--- src/rtl/branch_resolve.sv ---
// Purpose: resolves BEQ/BNE/BLEZ/BGTZ from ALU flags, computes the branch target, flags mispredicts.
// Latency: 1 cycle from accepted branch to PCSrc/target/valid_out/mispredict.
// Backpressure: none upstream; o_flush squashes inputs for FLUSH_CYCLES after a mispredict.
// Optional feature: define BRANCH_PREDICT_EN to add a 2-bit BHT predictor (default: predict not-taken).
module branch_resolve #(
   parameter int ADDR_W       = 32,
   parameter int BHT_DEPTH    = 16,
   parameter int FLUSH_CYCLES = 2
) (
   input  logic              i_clk,
   input  logic              i_rst_n,
   input  logic              i_valid_in,
   input  logic              i_branch,
   input  logic [1:0]        i_branch_type,
   input  logic              i_zero,
   input  logic              i_negative,
   input  logic [ADDR_W-1:0] i_pc_in,
   input  logic [ADDR_W-1:0] i_imm_in,
   output logic              o_PCSrc,
   output logic [ADDR_W-1:0] o_target,
   output logic              o_valid_out,
   output logic              o_mispredict,
   output logic              o_flush,
   output logic [15:0]       o_taken_count
);

   localparam logic [1:0] BT_BEQ  = 2'b00;
   localparam logic [1:0] BT_BNE  = 2'b01;
   localparam logic [1:0] BT_BLEZ = 2'b10;

   logic              w_accept;
   logic              w_taken;
   logic              w_pred;
   logic [ADDR_W-1:0] w_target;
   logic [3:0]        r_flush_cnt;

   // Inputs are squashed while younger instructions are being flushed.
   assign o_flush  = (r_flush_cnt != 4'd0);
   assign w_accept = i_valid_in & i_branch & ~o_flush;

   // Word offset is scaled to bytes; overflow wraps silently.
   assign w_target = i_pc_in + ADDR_W'(4) + (i_imm_in << 2);

   // Branch condition from the ALU flags.
   always_comb begin
      w_taken = 1'b0;
      case (i_branch_type)
         BT_BEQ:  w_taken = i_zero;
         BT_BNE:  w_taken = ~i_zero;
         BT_BLEZ: w_taken = i_zero | i_negative;
         default: w_taken = ~i_zero & ~i_negative;
      endcase
   end

`ifdef BRANCH_PREDICT_EN
   localparam int IDX_W = $clog2(BHT_DEPTH);

   logic [1:0]       r_bht [BHT_DEPTH];
   logic [IDX_W-1:0] w_idx;

   assign w_idx  = i_pc_in[2 +: IDX_W];
   assign w_pred = r_bht[w_idx][1];

   // Train the 2-bit saturating counter on the same edge that registers the result.
   always_ff @(posedge i_clk) begin
      if (!i_rst_n) begin
         for (int i = 0; i < BHT_DEPTH; i++) begin
            r_bht[i] <= 2'b01;
         end
      end else if (w_accept) begin
         if (w_taken && (r_bht[w_idx] != 2'b11)) begin
            r_bht[w_idx] <= r_bht[w_idx] + 2'b01;
         end else if (!w_taken && (r_bht[w_idx] != 2'b00)) begin
            r_bht[w_idx] <= r_bht[w_idx] - 2'b01;
         end
      end
   end
`else
   // Static not-taken prediction: every taken branch is a mispredict.
   assign w_pred = 1'b0;
`endif

   // Register the resolved branch; target holds its last value when idle.
   always_ff @(posedge i_clk) begin
      if (!i_rst_n) begin
         o_PCSrc      <= 1'b0;
         o_valid_out  <= 1'b0;
         o_mispredict <= 1'b0;
         o_target     <= '0;
      end else begin
         o_PCSrc      <= w_accept & w_taken;
         o_valid_out  <= w_accept;
         o_mispredict <= w_accept & (w_taken != w_pred);
         if (w_accept) begin
            o_target <= w_target;
         end
      end
   end

   // Flush window: load on an accepted mispredict, count down to idle.
   always_ff @(posedge i_clk) begin
      if (!i_rst_n) begin
         r_flush_cnt <= 4'd0;
      end else if (w_accept && (w_taken != w_pred)) begin
         r_flush_cnt <= 4'(FLUSH_CYCLES);
      end else if (r_flush_cnt != 4'd0) begin
         r_flush_cnt <= r_flush_cnt - 4'd1;
      end
   end

   // Saturating count of accepted taken branches.
   always_ff @(posedge i_clk) begin
      if (!i_rst_n) begin
         o_taken_count <= 16'd0;
      end else if (w_accept && w_taken && (o_taken_count != 16'hFFFF)) begin
         o_taken_count <= o_taken_count + 16'd1;
      end
   end

endmodule

--- config.mk ---
export PLATFORM = sky130hd
export DESIGN_NAME = branch_resolve
export DESIGN_NICKNAME = d
export VERILOG_FILES = /design/src/rtl/branch_resolve.sv
export SDC_FILE = /design/constraint.sdc
export NUM_CORES = 1
export LEC_CHECK = 0
export CORE_ASPECT_RATIO = 1.25
export CORE_MARGIN = 4
export CORE_UTILIZATION = 52
export DETAILED_ROUTE_END_ITERATION = 16
export GPL_ROUTABILITY_DRIVEN = 0
export GPL_TIMING_DRIVEN = 0
export HOLD_SLACK_MARGIN = 0.05
export PLACE_DENSITY = 0.94
export SETUP_SLACK_MARGIN = 0.2
export SKIP_CTS_REPAIR_TIMING = 1
export SYNTH_ARGS = -nofsm -noshare
export SYNTH_HDL_FRONTEND = slang
export SYNTH_SLANG_ARGS = --single-unit
export TNS_END_PERCENT = 10
--- constraint.sdc ---
create_clock -name i_clk -period 4.5 [get_ports i_clk]
set_input_delay 0.9 -clock i_clk [delete_from_list [all_inputs] [get_ports i_clk]]
set_output_delay 0.9 -clock i_clk [all_outputs]
set_load 0.05 [all_outputs]
**Word-level counts from Yosys, hierarchy flattened**

Index checks and enable logic that the tools add are counted.

- Input port bits: 72
- Output and inout bits: 52
- Register bits: 54
- Logic and storage cells: 31

- Add/sub/neg operators: 4
- Multiplexer cells: 3
- Reduce and logical (&&, ||, !) cells: 6
- Equal/unequal tests: 3
- Bitwise operators: 9

Operators by type and width:

| cell | number |
|---|---|
| adder 32 x 3 -> 32 bit, second input constant | 1 |
| adder 32 bit | 1 |
| adder 16 x 1 -> 16 bit, second input constant | 1 |
| inequality test 16 bit, second input constant | 1 |
| AND 1 bit | 4 |
| 2-to-1 mux 2 bit | 2 |
| inverter 1 bit | 4 |
| nonzero test 4 bit | 1 |
| subtractor 4 x 1 -> 4 bit, second input constant | 1 |
| one-hot mux 1 bit (3 select lines) | 1 |
| equality test 2 x 1 -> 1 bit, second input constant | 1 |
| equality test 2 bit, second input constant | 1 |
| logical AND 1 bit | 2 |
| logical NOT 2 bit | 1 |
| nonzero test 2 bit | 1 |
| OR reduction 2 bit | 1 |
| bitwise OR 1 bit | 1 |

**Depth between registers and ports, before layout**

Gate-level depths: netlist (run 1).

- Word-level depth: 5
- Depth in mapped cells: 12
- Mapped depth without buffers: 12

**Least setup slack after synthesis (run 1)**

No wires, ideal clock.

- Path kind: input-to-reg
- Start point: input port i_pc_in[3]
- End point: register o_target[23]
- Buffers on the path: 0
- Data required time: 4.383 ns
- Arrival: 3.027 ns
- Cell stages on the path: 9
- Setup time: 0.117 ns
- Setup slack: 1.355 ns
- Cells stage by stage: ha_1 ha_1 fa_1 a21o_1 nand4_1 a21o_1 a2111oi_4 or4_1 a32o_1

- Word-level cells in the longest chain between the ends: 2

RTL lines:

| what | RTL line | source |
|---|---|---|
| start: declaration | 17 | `input logic [ADDR_W-1:0] i_pc_in,` |
| adder 32 x 3 -> 32 bit | 42 | `assign w_target = i_pc_in + ADDR_W'(4) + (i_imm_in << 2);` |
| adder 32 bit | 42 |  |
| end signal: assignment | 95 | `o_target <= w_target;` |
| end: declaration | 20 | `output logic [ADDR_W-1:0] o_target,` |

No other way between the ends.
A chain may end at the register's enable or synchronous reset.

**Worst setup path in the final report (run 1)**

- Start point: input port i_pc_in[4]
- End point: register o_target[20]

Same word-level chain as after synthesis.

==> flow_metrics.env, run 1 <==
export IMPL_grt_use_met2_pct=43.9
export IMPL_finalCritPeriodShare_pct=78.8
export IMPL_async_flop_share_pct=0
export IMPL_die_w_um=87.1
export IMPL_rows=35
export IMPL_ant_nets=0
export IMPL_nNetsFinal=743
export IMPL_ys_seq_elements=54
export IMPL_die_h_um=107
export IMPL_maxCapViolCount=0
export IMPL_drive_gt1_share_pct=4.08
export IMPL_dpl_hpwl_um=9250
export IMPL_ctsLongestPathBuffers=2
export IMPL_power_mw=1.45
export IMPL_finalClockSkew_ps=6.17
export IMPL_holdPathStages=2
export IMPL_status="finished clean"
export IMPL_placed_area_um2=5390
export IMPL_areaGrowthSynthToFinish_pct=35.2
export IMPL_top_usage_layer="met2"
export IMPL_swShare_pct=38.1
export IMPL_p_per_area_nw_per_um2=264
export IMPL_cpMostUsedCell="ha_1"
export IMPL_combPwrFrac_pct=42.3
export IMPL_ir_drop_uv=216
export IMPL_hold_end="o_target[22]"
export IMPL_hold_path_startpoint="o_target[22]"
export IMPL_worst_path_largest_cell_delay_ps=450
export IMPL_leakage_nw=2.27
export IMPL_crit_path_cell_trace="clkdlybuf4s50_1, ha_1, ha_1, a211oi_2, o21bai_1, a211oi_1, o21ai_1, a21oi_2, mux2i_1, a31o_1"
export IMPL_crit_path_end_kind="flop"
export IMPL_worst_path_buf_inv=1
export IMPL_grtUsageMet1_pct=27.9
export IMPL_clockPowerShare_pct=21.5
export IMPL_startpoint_type="input pin"
export IMPL_synth_cells=484
export IMPL_min_period_ps=3540
export IMPL_met3_usage_pct=5.53
export IMPL_min_path_type="flop to flop"
export IMPL_antenna_cells=0
export IMPL_fmax_mhz=282
export IMPL_ioPinCount=124
export IMPL_grt_overflow_total=0
export IMPL_grt_pass1_wl_um=19100
export IMPL_clk_pin_slew_ps=90
export IMPL_synth_edff_count=0
export IMPL_totalWireLength_um=11600
export IMPL_path_class="input pin to flop"
export IMPL_cts_tree="built"
export IMPL_critPathSlowestCell="a211oi_1"
export IMPL_p_int_uw=897
export IMPL_crit_path_max_fanout=3
export IMPL_cts_buffers=5
export IMPL_tns_ps=0
export IMPL_vias_per_cell=6.07
export IMPL_rsz0062_at_grt="false"
export IMPL_arrival_ps=3810
export IMPL_setup_violations=0
export IMPL_synth_net_count=615
export IMPL_drt_initial_drc_count=339
export IMPL_antenna_found_initial=0
export IMPL_layout_commonest_cell="clkdlybuf4s50_1"
export IMPL_fill_cells=546
export IMPL_cts_root_buffer="clkbuf_8"
export IMPL_final_cells=705
export IMPL_r2r_start="r_flush_cnt[0]"
export IMPL_syn_area_um2=4070
export IMPL_avgSynthCellArea_um2=8.40
export IMPL_grt_pass1_vias=4334
export IMPL_clk_latency_ps=320
export IMPL_hold_violations=0
export IMPL_synthDistinctLibCells=64
export IMPL_cp_data_required_time_ps=4770
export IMPL_seq_power_share_pct=36.2
export IMPL_drc_errors=0
export IMPL_io_buffers=121
export IMPL_synth_main_ff_cell="dfxtp_1"
export IMPL_avgRoutedWirePerCell_um=16.4
export IMPL_placedCellCount=697
export IMPL_start_util_pct=54.3
export IMPL_die_area_um2=9300
export IMPL_drtPass1Iterations=7
export IMPL_reg2reg_slack_ps=2390
export IMPL_r2r_end="o_taken_count[13]"
export IMPL_relSlewSlack_pct=46.3
export IMPL_seq_area_frac_synth_pct=26.6
export IMPL_drv_slew=0
export IMPL_vias=4277
export IMPL_yosys_warnings=0
export IMPL_stdcell_area_um2=5500
export IMPL_grt_usage_pct=25.2
export IMPL_grt_max_degree=17
export IMPL_r2r_cells=8
export IMPL_final_cell_mix="121 x clkdlybuf4s50_1, 58 x nand2_1, 58 x ha_1"
export IMPL_cts_sinks=54
export IMPL_final_core_util_pct=73.4
export IMPL_critPathTopFamily="compound AO/OA/AOI/OAI gates"
export IMPL_htreeDepth=2
export IMPL_worst_pin_slew_ps=802
export IMPL_core_um2=7490
export IMPL_p_sw_uw=553
==> power by group through the flow <==
stage	Combinational [mW]	Sequential, mW	Clock, mW
after CTS	0.608	0.524	0.312
after global placement	0.585	0.533	0
after global routing	0.665	0.527	0.330
after detailed placement	0.602	0.534	0
after floorplan	0.310	0.624	0
final	0.614	0.525	0.311
==> kinds of logic (layout without fill, tap and decap cells) <==
kind of cell / after synthesis / after routing / synth area share, %
AOI/OAI and AO/OA: 141 / 141 / 24.1
DFF: 54 / 54 / 26.6
xor gates and xnor gates: 27 / 27 / 6.28
buffers and inverters: 31 / 160 / 3.20
and+or+nand+nor: 167 / 167 / 20.3
adders and majority gates: 59 / 59 / 18.3
muxes: 5 / 5 / 1.23
==> sequential cells by signal (all words and copies together), names as in the netlist <==
register	cells
o_valid_out	1
o_target	32
o_mispredict	1
r_flush_cnt	4
o_taken_count	16
==> layout make-up <==
class / count / area (µm²) / area share [%]
flip-flops and latches: 54 / 1080 / 19.7
clock buffers: 7 / 96.3 / 1.75
inverters: 13 / 48.8 / 0.888
well taps: 92 / 115 / 2.09
clock inverters: 1 / 8.76 / 0.159
repair buffers: 121 / 1210 / 22.0
plain buffers: 18 / 81.3 / 1.48
multi-input cells: 399 / 2850 / 51.9
==> Yosys cell counts, types with 5 or more instances <==
cell,count,area [µm²]
ha_1,58,726
nand2_1,58,218
dfxtp_1,54,1080
a21oi_1,46,230
nor2_1,32,120
nand3_1,22,110
xnor2_1,16,140
o21ai_0,15,75.1
a21o_1,13,97.6
clkbuf_1,13,48.8
o21ai_1,13,65.1
and3_1,12,75.1
inv_1,12,45.0
and2_1,10,62.6
xor2_1,10,87.6
a211oi_1,7,52.6
nand4_1,7,43.8
nor3_1,7,35.0
a211o_1,5,43.8
mux2i_1,5,50.1
o211ai_1,5,37.5
or3_1,5,31.3
==> layer usage <==
layer / routed length (µm) / up-vias
met5: 0 / -
met3: 956 / 48
met1: 4400 / 1962
met2: 5740 / 220
met4: 493 / 0
li1: - / 2047
==> worst reg2reg max path, cell delays in order (launching register included) <==
cell	delay [ps]
dfxtp_1	400
nor4_4	360
and3_1	210
buf_6	130
o311ai_4	150
nor3_2	330
nand3_1	140
xnor2_1	140
and2_1	160
==> through the flow <==
step	setup WS (ps)	hold slack, ps
detailed placement	724	441
floorplan	1360	494
CTS	1040	455
global route	825	483
finish	955	452
global placement	724	435
==> how the worst max path moves through the flow <==
stage | startpoint | endpoint | slack, ps | cells past startpoint
after global routing | i_pc_in[4] | o_target[26] | 820 | 10
final | i_pc_in[4] | o_target[20] | 960 | 10
after global placement | i_pc_in[4] | o_target[30] | 720 | 10
after floorplan | i_pc_in[3] | o_target[23] | 1360 | 9
after detailed placement | i_pc_in[3] | o_target[23] | 720 | 10
after CTS | i_pc_in[3] | o_target[23] | 1040 | 10
Power figures use the tool's default switching activity.
==> inputs of run 2 (changes only) <==
--- a/config.mk
+++ b/config.mk
@@ -7,12 +7,12 @@
 export LEC_CHECK = 0
 export CORE_ASPECT_RATIO = 1.25
 export CORE_MARGIN = 4
-export CORE_UTILIZATION = 52
+export CORE_UTILIZATION = 43
 export DETAILED_ROUTE_END_ITERATION = 16
 export GPL_ROUTABILITY_DRIVEN = 0
 export GPL_TIMING_DRIVEN = 0
 export HOLD_SLACK_MARGIN = 0.05
-export PLACE_DENSITY = 0.94
+export PLACE_DENSITY = 0.83
 export SETUP_SLACK_MARGIN = 0.2
 export SKIP_CTS_REPAIR_TIMING = 1
 export SYNTH_ARGS = -nofsm -noshare
==> constraint.sdc (replaced) <==
create_clock -name i_clk -period 2.9 [get_ports i_clk]
set_input_delay 0.58 -clock i_clk [delete_from_list [all_inputs] [get_ports i_clk]]
set_output_delay 0.58 -clock i_clk [all_outputs]
set_load 0.05 [all_outputs]
==> run 2 against run 1 <==
Against the previous run:
- sequential cell count unchanged
- worst hold slack gained 6.8 ps
- non-clock buffer count rose by 24
- count of clock-buffer cells in the layout is 1 lower
- critical path type unchanged
- critical endpoint is now o_target[23]
==> flow_metrics.env, run 2 (synthesis gave the netlist of run 1 again) <==
export IMPL_status="finished clean"
export IMPL_top_register="o_target"
export IMPL_cpMostUsedCell="ha_4"
export IMPL_die_area_um2=11100
export IMPL_largestRegisters="o_target x32, o_taken_count x16, r_flush_cnt x4"
export IMPL_die_w_um=95.0
export IMPL_critPathSlowestCell="or4_4"
export IMPL_clk_pin_slew_ps=70
export IMPL_totalWireLength_um=14200
export IMPL_clk_latency_ps=290
export IMPL_start_util_pct=44.3
export IMPL_worst_path_largest_cell_delay_ps=460
export IMPL_cts_sinks=54
export IMPL_grt_pass1_wl_um=18400
export IMPL_p_per_area_nw_per_um2=420
export IMPL_crit_path_end_kind="flop"
export IMPL_htreeDepth=2
export IMPL_leakage_nw=2.71
export IMPL_min_period_ps=2820
export IMPL_drtPass1Iterations=6
export IMPL_drt_initial_drc_count=260
export IMPL_min_path_type="flop to flop"
export IMPL_cts_buffers=5
export IMPL_cp_data_required_time_ps=3080
export IMPL_largest_register_ffs=32
export IMPL_rows=39
export IMPL_finalCritPeriodShare_pct=97.2
export IMPL_grt_overflow_total=0
export IMPL_drv_slew=0
export IMPL_arrival_ps=3000
export IMPL_grt_max_degree=17
export IMPL_regArea_um2=1080
export IMPL_fmax_mhz=355
export IMPL_avgRoutedWirePerCell_um=18.7
export IMPL_maxCapViolCount=0
export IMPL_dpl_hpwl_um=9300
export IMPL_drive_gt1_share_pct=22.1
export IMPL_final_cells=760
export IMPL_finalClockSkew_ps=7.33
export IMPL_placedCellCount=728
export IMPL_startpoint_type="input pin"
export IMPL_final_cell_mix="91 x clkdlybuf4s50_1, 56 x nand2_1, 54 x dfxtp_1"
export IMPL_nNetsFinal=767
export IMPL_critPathTopFamily="adder cells"
export IMPL_die_h_um=117
export IMPL_grt_usage_pct=20.4
export IMPL_ir_drop_uv=342
export IMPL_antenna_found_initial=0
export IMPL_worst_pin_slew_ps=835
export IMPL_core_um2=9170
export IMPL_vias_per_cell=5.85
export IMPL_layout_commonest_cell="clkdlybuf4s50_1"
export IMPL_hold_violations=0
export IMPL_path_class="input pin to flop"
export IMPL_vias=4448
export IMPL_worst_path_buf_inv=2
export IMPL_grt_pass1_vias=4114
export IMPL_fill_cells=661
export IMPL_ioPinCount=124
export IMPL_power_mw=2.75
export IMPL_setup_violations=0
export IMPL_rsz0062_at_grt="true"
export IMPL_cts_root_buffer="clkbuf_16"
export IMPL_drc_errors=0
export IMPL_crit_path_max_fanout=4
export IMPL_io_buffers=121
export IMPL_ant_nets=0
export IMPL_ctsLongestPathBuffers=2
export IMPL_areaGrowthSynthToFinish_pct=61.4
export IMPL_crit_path_cell_trace="buf_6, ha_4, ha_4, fa_2, a21o_1, nand4_1, a21o_4, a2111oi_4, buf_4, or4_4, a32o_1"
export IMPL_relSlewSlack_pct=44.2
export IMPL_antenna_cells=0
export IMPL_multi_input_area_um2=3560
export IMPL_cts_tree="built"
[run 2: cell types whose count changed in the layout (fill, tap and decap cells not counted), moves of 7 or more]
cell	delta
ha_1	-36
ha_4	+33
clkdlybuf4s50_1	-30
dlymetal6s2s_1	+25
buf_4	+23
a21oi_1	-11
a21oi_2	+9
clkbuf_8	-7
[run 2: power by group]
part / leakage [nW] / internal, mW / switching [mW] / total, mW
sequential: 0.439 / 0.785 / 0.0306 / 0.815
combinational: 2.19 / 0.565 / 0.695 / 1.26
clock: 0.0771 / 0.408 / 0.270 / 0.678
total: 2.71 / 1.76 / 0.995 / 2.75
[run 2: path summary, 6_finish.rpt]
kind | from | endpoint | slack (ps) | cells past startpoint
setup reg to reg | r_flush_cnt[0] | o_target[10] | 730 | 7
hold / removal | o_target[22] | o_target[22] | 460 | 2
hold reg to reg | o_target[22] | o_target[22] | 460 | 2
setup / recovery | i_imm_in[1] | o_target[23] | 80 | 11
[run 2: worst register-to-register path, stage by stage, from the launching register on]
cell	delay (ps)
dfxtp_1	380
nor4_4	400
and3_1	230
buf_6	140
buf_2	240
buf_1	430
nand2_1	140
a21oi_1	160
[run 2: per-layer routing]
| metal | track usage [%] | up-vias | wire, µm |
|---|---|---|---|
| met4 | 6.45 | 0 | 725 |
| met3 | 3.93 | 55 | 983 |
| li1 | - | 2097 | - |
| met2 | 39.1 | 216 | 7480 |
| met1 | 22.4 | 2080 | 4990 |
| met5 | 0 | - | 0 |
[run 2: layout make-up]
cell class / count / area share, %
multi-input combinational: 399 / 54.3
clock inverter: 2 / 0.572
buffer: 18 / 1.56
sequential: 54 / 16.5
clock buffer: 6 / 1.96
inverter: 13 / 0.744
timing repair buffer: 145 / 22.0
tap: 123 / 2.35
[run 2: metrics by stage]
step	setup TNS [ps]	worst slack, ps	instance area, µm²	util [%]	hold slack [ps]
5_1_grt	0	40.6	6560	71.5	487
3_5_place_dp	-7180	-589	5480	59.8	447
4_1_cts	-1980	-386	5650	61.6	460
3_3_place_gp	-6590	-548	5480	59.8	437
6_report	0	81.8	6560	71.5	459
2_1_floorplan	0	180	4120	-	494
==> inputs of run 3 (changes only) <==
==> constraint.sdc (replaced) <==
create_clock -name i_clk -period 2.4 [get_ports i_clk]
set_input_delay 0.24 -clock i_clk [delete_from_list [all_inputs] [get_ports i_clk]]
set_output_delay 0.24 -clock i_clk [all_outputs]
set_load 0.05 [all_outputs]
==> run 3 against run 2 <==
Against the previous run:
- critical path depth grew 1
- the run now ends with negative setup slack left
- combinational power grew 21%
- via count grew 3.3%
- clock skew is 2.5 ps lower
- utilization grew 0.11 points
- sequential power increased by 21%
- total power up 22%
- largest cell class unchanged
- sequential cell count unchanged
- global-route usage grew 1.1 points
- final area up 0.15%
- die area did not move
==> flow_metrics.env, run 3 (synthesis gave the netlist of run 1 again) <==
export IMPL_vias=4594
export IMPL_status="finished, violations left"
export IMPL_core_um2=9170
export IMPL_die_w_um=95.0
export IMPL_arrival_ps=2670
export IMPL_grt_pass1_wl_um=19400
export IMPL_cpMostUsedCell="ha_4"
export IMPL_cts_root_buffer="clkbuf_16"
export IMPL_ant_nets=0
export IMPL_top_register="o_target"
export IMPL_critPathSlowestCell="a2111oi_4"
export IMPL_crit_path_end_kind="flop"
export IMPL_cts_tree="built"
export IMPL_largestRegisters="o_target x32, o_taken_count x16, r_flush_cnt x4"
export IMPL_drc_errors=0
export IMPL_io_buffers=121
export IMPL_grt_usage_pct=21.6
export IMPL_min_path_type="input pin to flop"
export IMPL_clk_pin_slew_ps=70
export IMPL_critPathTopFamily="compound AO/OA/AOI/OAI gates"
export IMPL_areaGrowthSynthToFinish_pct=61.6
export IMPL_drv_slew=0
export IMPL_grt_pass1_vias=4276
export IMPL_final_cells=762
export IMPL_fill_cells=651
export IMPL_clk_latency_ps=290
export IMPL_rows=39
export IMPL_grt_overflow_total=0
export IMPL_die_area_um2=11100
export IMPL_grt_max_degree=19
export IMPL_avgRoutedWirePerCell_um=18.8
export IMPL_hold_violations=0
export IMPL_relSlewSlack_pct=42.2
export IMPL_ctsLongestPathBuffers=2
export IMPL_violations="negative setup slack"
export IMPL_nNetsFinal=769
export IMPL_antenna_found_initial=0
export IMPL_drtPass1Iterations=5
export IMPL_min_period_ps=2460
export IMPL_crit_path_cell_trace="buf_6, ha_4, ha_4, fa_2, a21o_1, nand4_1, a21o_4, a2111oi_4, buf_4, o21ai_4, and3_1, o31ai_1"
export IMPL_drt_initial_drc_count=360
export IMPL_final_cell_mix="87 x clkdlybuf4s50_1, 56 x nand2_1, 54 x dfxtp_1"
export IMPL_path_class="input pin to flop"
export IMPL_drive_gt1_share_pct=22.7
export IMPL_leakage_nw=2.76
export IMPL_rsz0062_at_grt="true"
export IMPL_layout_commonest_cell="clkdlybuf4s50_1"
export IMPL_regArea_um2=1080
export IMPL_vias_per_cell=6.03
export IMPL_tns_ps=-60.8
export IMPL_worst_pin_slew_ps=863
export IMPL_die_h_um=117
export IMPL_multi_input_area_um2=3550
export IMPL_antenna_cells=0
export IMPL_worst_path_buf_inv=2
export IMPL_htreeDepth=2
export IMPL_ioPinCount=124
export IMPL_cp_data_required_time_ps=2610
export IMPL_fmax_mhz=406
export IMPL_cts_buffers=5
export IMPL_setup_violations=1
export IMPL_dpl_hpwl_um=9410
export IMPL_start_util_pct=44.3
export IMPL_finalClockSkew_ps=4.86
export IMPL_crit_path_max_fanout=4
export IMPL_placedCellCount=728
export IMPL_worst_path_largest_cell_delay_ps=450
export IMPL_finalCritPeriodShare_pct=103
export IMPL_ir_drop_uv=305
export IMPL_p_per_area_nw_per_um2=510
export IMPL_cts_sinks=54
export IMPL_maxCapViolCount=0
export IMPL_largest_register_ffs=32
export IMPL_fin_ws_ps=-60.8
export IMPL_totalWireLength_um=14300
export IMPL_startpoint_type="input pin"
-- run 3: final timing paths --
path	startpoint	end	slack, ps	cells after the start
min reg2reg	o_target[6]	o_target[6]	460	2
max reg2reg	o_taken_count[5]	o_taken_count[3]	300	7
min	i_pc_in[2]	o_target[2]	300	4
max	i_pc_in[3]	o_target[31]	-60	12
-- run 3: worst reg2reg max path: stages (launching register included) --
cell,delay [ps]
dfxtp_1,440
and4_1,300
nand4_2,250
o311ai_4,560
nor2_1,120
nand2_1,100
xor2_1,150
nor2_1,60
-- run 3: power by group --
part / switching [mW] / internal (mW) / total [mW]
clock network: 0.347 / 0.500 / 0.847
registers: 0.0380 / 0.948 / 0.986
logic: 0.842 / 0.677 / 1.52
-- run 3: per-stage QoR --
step	cell area (µm²)	worst slack, ps	power, mW	util [%]	hold slack (ps)
after detailed placement	5570	-626	2.18	60.8	449
final	6570	-60.8	3.35	71.6	296
after global routing	6570	-105	3.50	71.6	348
after CTS	5750	-342	3.02	62.7	463
after floorplan	4210	108	1.79	-	376
after global placement	5570	-636	2.16	60.8	438
-- run 3: area by class of cell --
type / instances / area share, %
Buffer: 18 / 1.62
Clock buffer: 5 / 1.90
Clock inverter: 3 / 0.743
Inverter: 13 / 0.743
Multi-Input combinational cell: 399 / 54.0
Sequential cell: 54 / 16.5
Tap cell: 123 / 2.34
Timing Repair Buffer: 147 / 22.2
-- run 3: layer usage --
layer	routed length (µm)	GRT usage, %
met1	5130	24.0
met2	7200	39.1
met3	1110	4.51
met4	875	10.0
met5	0	0
==> RTL edit, RTL diff (config.mk and constraints of run 3) <==
Add a define of `BRANCH_PREDICT_EN`.
--- a/src/rtl/branch_resolve.sv
+++ b/src/rtl/branch_resolve.sv
@@ -2,6 +2,8 @@
 // Latency: 1 cycle from accepted branch to PCSrc/target/valid_out/mispredict.
 // Backpressure: none upstream; o_flush squashes inputs for FLUSH_CYCLES after a mispredict.
 // Optional feature: define BRANCH_PREDICT_EN to add a 2-bit BHT predictor (default: predict not-taken).
+`define BRANCH_PREDICT_EN
+
 module branch_resolve #(
    parameter int ADDR_W       = 32,
    parameter int BHT_DEPTH    = 16,
Function: changed (Yosys sat finds a counterexample within 10 cycles, from zero or initial values and one cycle with i_rst_n low).
==> RTL edit against run 3 <==
The run still ends with setup timing left; power rose by 40%; via count grew 23%; setup slack better by 0.00066 ns; final area increased by 33%; routed wire length increased by 29%; die area is 41% higher; synthesized cell count increased by 30%; global-route usage decreased by 2.1 points; sequential cell count grew 33; worst hold slack better by 0.043 ns; synthesized area is 44% higher; clock skew grew 0.0034 ns; first-iteration DRC count up 8.1%; largest power group unchanged; highest routed layer unchanged.
==> RTL edit: results (changes against run 3) <==
----------------------------------------------------
[Status]
  Violated checks ... setup timing (unchanged)
  Outcome ... finished, violations left (unchanged)

[Synthesis]
  Nets in the synthesized netlist ... 759 (was 615)
  Post-synthesis share of cell area spent on xor and xnor gates ... 6.246% (was 6.279%)
  Post-synthesis sequential element count ... 87 (was 54)
  Post-synthesis sequential area ratio ... 35.13% (was 26.59%)
  Leading post-synthesis cells by instance count ... nand2_1, ha_1, dfxtp_1, nor2_1 (was ha_1, nand2_1, dfxtp_1, a21oi_1, nor2_1)
  Unique cell type count in the Yosys netlist ... 68 (was 64)
  Post-synth EDFFs ... 32 (was 0)
  Multiplexer area fraction after synthesis ... 6.886% (was 1.231%)

[Layout]
  Final-layout clock-cell area share ... 3.129% (was 2.647%)
  Flip-flop and latch share of the layout cell area ... 23.69% (was 16.45%)
  Multi-input gates ... 501 (was 399)
  Fraction of layout instances using a drive strength above 1 ... 23.98% (was 22.69%)
  Non-clock buffering overhead ... 18.82% (was 23.82%)
  Logic inverters ... 12 (was 13)
  Number of filler cells placed in the layout ... 969 (was 651)
  Clock buf count ... 9 (was 5)
  Final-stage net count ... 914 (was 769)
  Bufs w/o clock ... 172 (was 165)
  Leading registers by flop count ... o_target: 32 flops, r_bht: 32 flops, o_taken_count: 16 flops (was o_target: 32 flops, o_taken_count: 16 flops, r_flush_cnt: 4 flops)

[CTS]
  Clock Path Buffers ... 2 (unchanged)
  Max H-tree Level ... 3 (was 2)

[Placed design]
  Number of input and output port buffers inserted ... 120 (was 121)
  Post-placement setup slack ... -0.9083 ns (was -0.6255 ns)
  Placed wire-length estimate ... 12070 um (was 9412 um)

[GRT]
  First-pass GRT wire length ... 24830 um (was 19360 um)
  Pin count of the biggest net entering global routing ... 16 (was 19)
  Vias in the first global route ... 5066 (was 4276)

[Critical path]
  Critical Setup Path Class ... register to register (was input pin to register)
  Data arrival time at the worst-slack endpoint ... 2.50 ns (was 2.67 ns)
  Reg-to-Reg End ... r_bht[10][0]$_SDFFCE_PN1P_ (was o_taken_count[3]$_SDFFE_PN0P_)
  Worst reg-to-reg path cell count ... 6 (was 7)
  Launching point of the worst reg2reg path ... r_bht[9][1]$_SDFFCE_PN0P_ (was o_taken_count[5]$_SDFFE_PN0P_)

[Worst hold path]
  Hold Path Depth ... 5 (was 4)
  Startpoint of the lowest-slack hold path ... i_imm_in[0] (was i_pc_in[2])

[Timing]
  Worst-Margin Slew ... 0.7005 ns (was 0.8631 ns)
  Final count of negative-setup-slack endpoints ... 9 (was 1)
  Hold Slack ... 0.3391 ns (was 0.2959 ns)
  Worst-case setup margin in the final layout ... -0.06012 ns (was -0.06079 ns)

[Power and ir drop]
  Leakage power figure ... 3.507 nW (was 2.760 nW)

[Routing]
  Wire length per cell after detailed routing ... 19.25 um (was 18.79 um)
  Detailed-route via count ... 5672 (was 4594)
  Number of DRC markers after the initial detailed-route iteration ... 389 (was 360)

----------------------------------------------------
RTL edit: cell count changes after synthesis, moves of 18 or more:
cell | before | now
o21ai_0 | 15 | 35
edfxtp_1 | 0 | 32
nand2_1 | 58 | 87
and2_1 | 10 | 28
RTL edit: power by group:
group,switching (mW),internal (mW)
Sequential,0.0443,1.59
Clock,0.628,0.703
Combinational,0.962,0.778
RTL edit: how the worst max path moves through the flow:
stage                                 end  slack (ns)  cells past startpoint
3_5_place_dp    o_target[31]$_SDFFE_PN0P_       -0.91                     13
6_report       r_bht[10][0]$_SDFFCE_PN1P_       -0.06                      6
5_1_grt         o_target[19]$_SDFFE_PN0P_       -0.14                     11
4_1_cts         o_target[29]$_SDFFE_PN0P_       -0.57                     13
2_1_floorplan   o_target[29]$_SDFFE_PN0P_     -0.0006                     10
3_3_place_gp    o_target[29]$_SDFFE_PN0P_       -0.95                     13
RTL edit: worst max-delay path: stages (launching register included):
cell and delay (ns):
edfxtp_1 0.38, mux4_2 0.54, and2_4 0.19, mux4_2 0.53, nor2_4 0.15, nand3_4 0.15
o21ai_4 0.22
RTL edit: metrics by stage:
| step | instances | cell area (um^2) | util [%] | power (mW) |
|---|---|---|---|---|
| global route | 959 | 8716 | 65.58 | 4.874 |
| CTS | 935 | 7614 | 57.29 | 4.256 |
| detailed placement | 919 | 7341 | 55.23 | 2.961 |
| finish | 959 | 8716 | 65.58 | 4.708 |
| global placement | 919 | 7341 | 55.23 | 2.947 |
| floorplan | 628 | 5926 | - | 2.536 |
RTL edit: layer usage:
metal / vias to the layer above / part of all wire, % / global-route usage (%)
met5: - / 0 / 0
met1: 2715 / 37 / 22.93
met4: 0 / 3.3 / 6.456
li1: 2604 / - / -
met3: 56 / 6.5 / 2.794
met2: 297 / 53 / 36.01
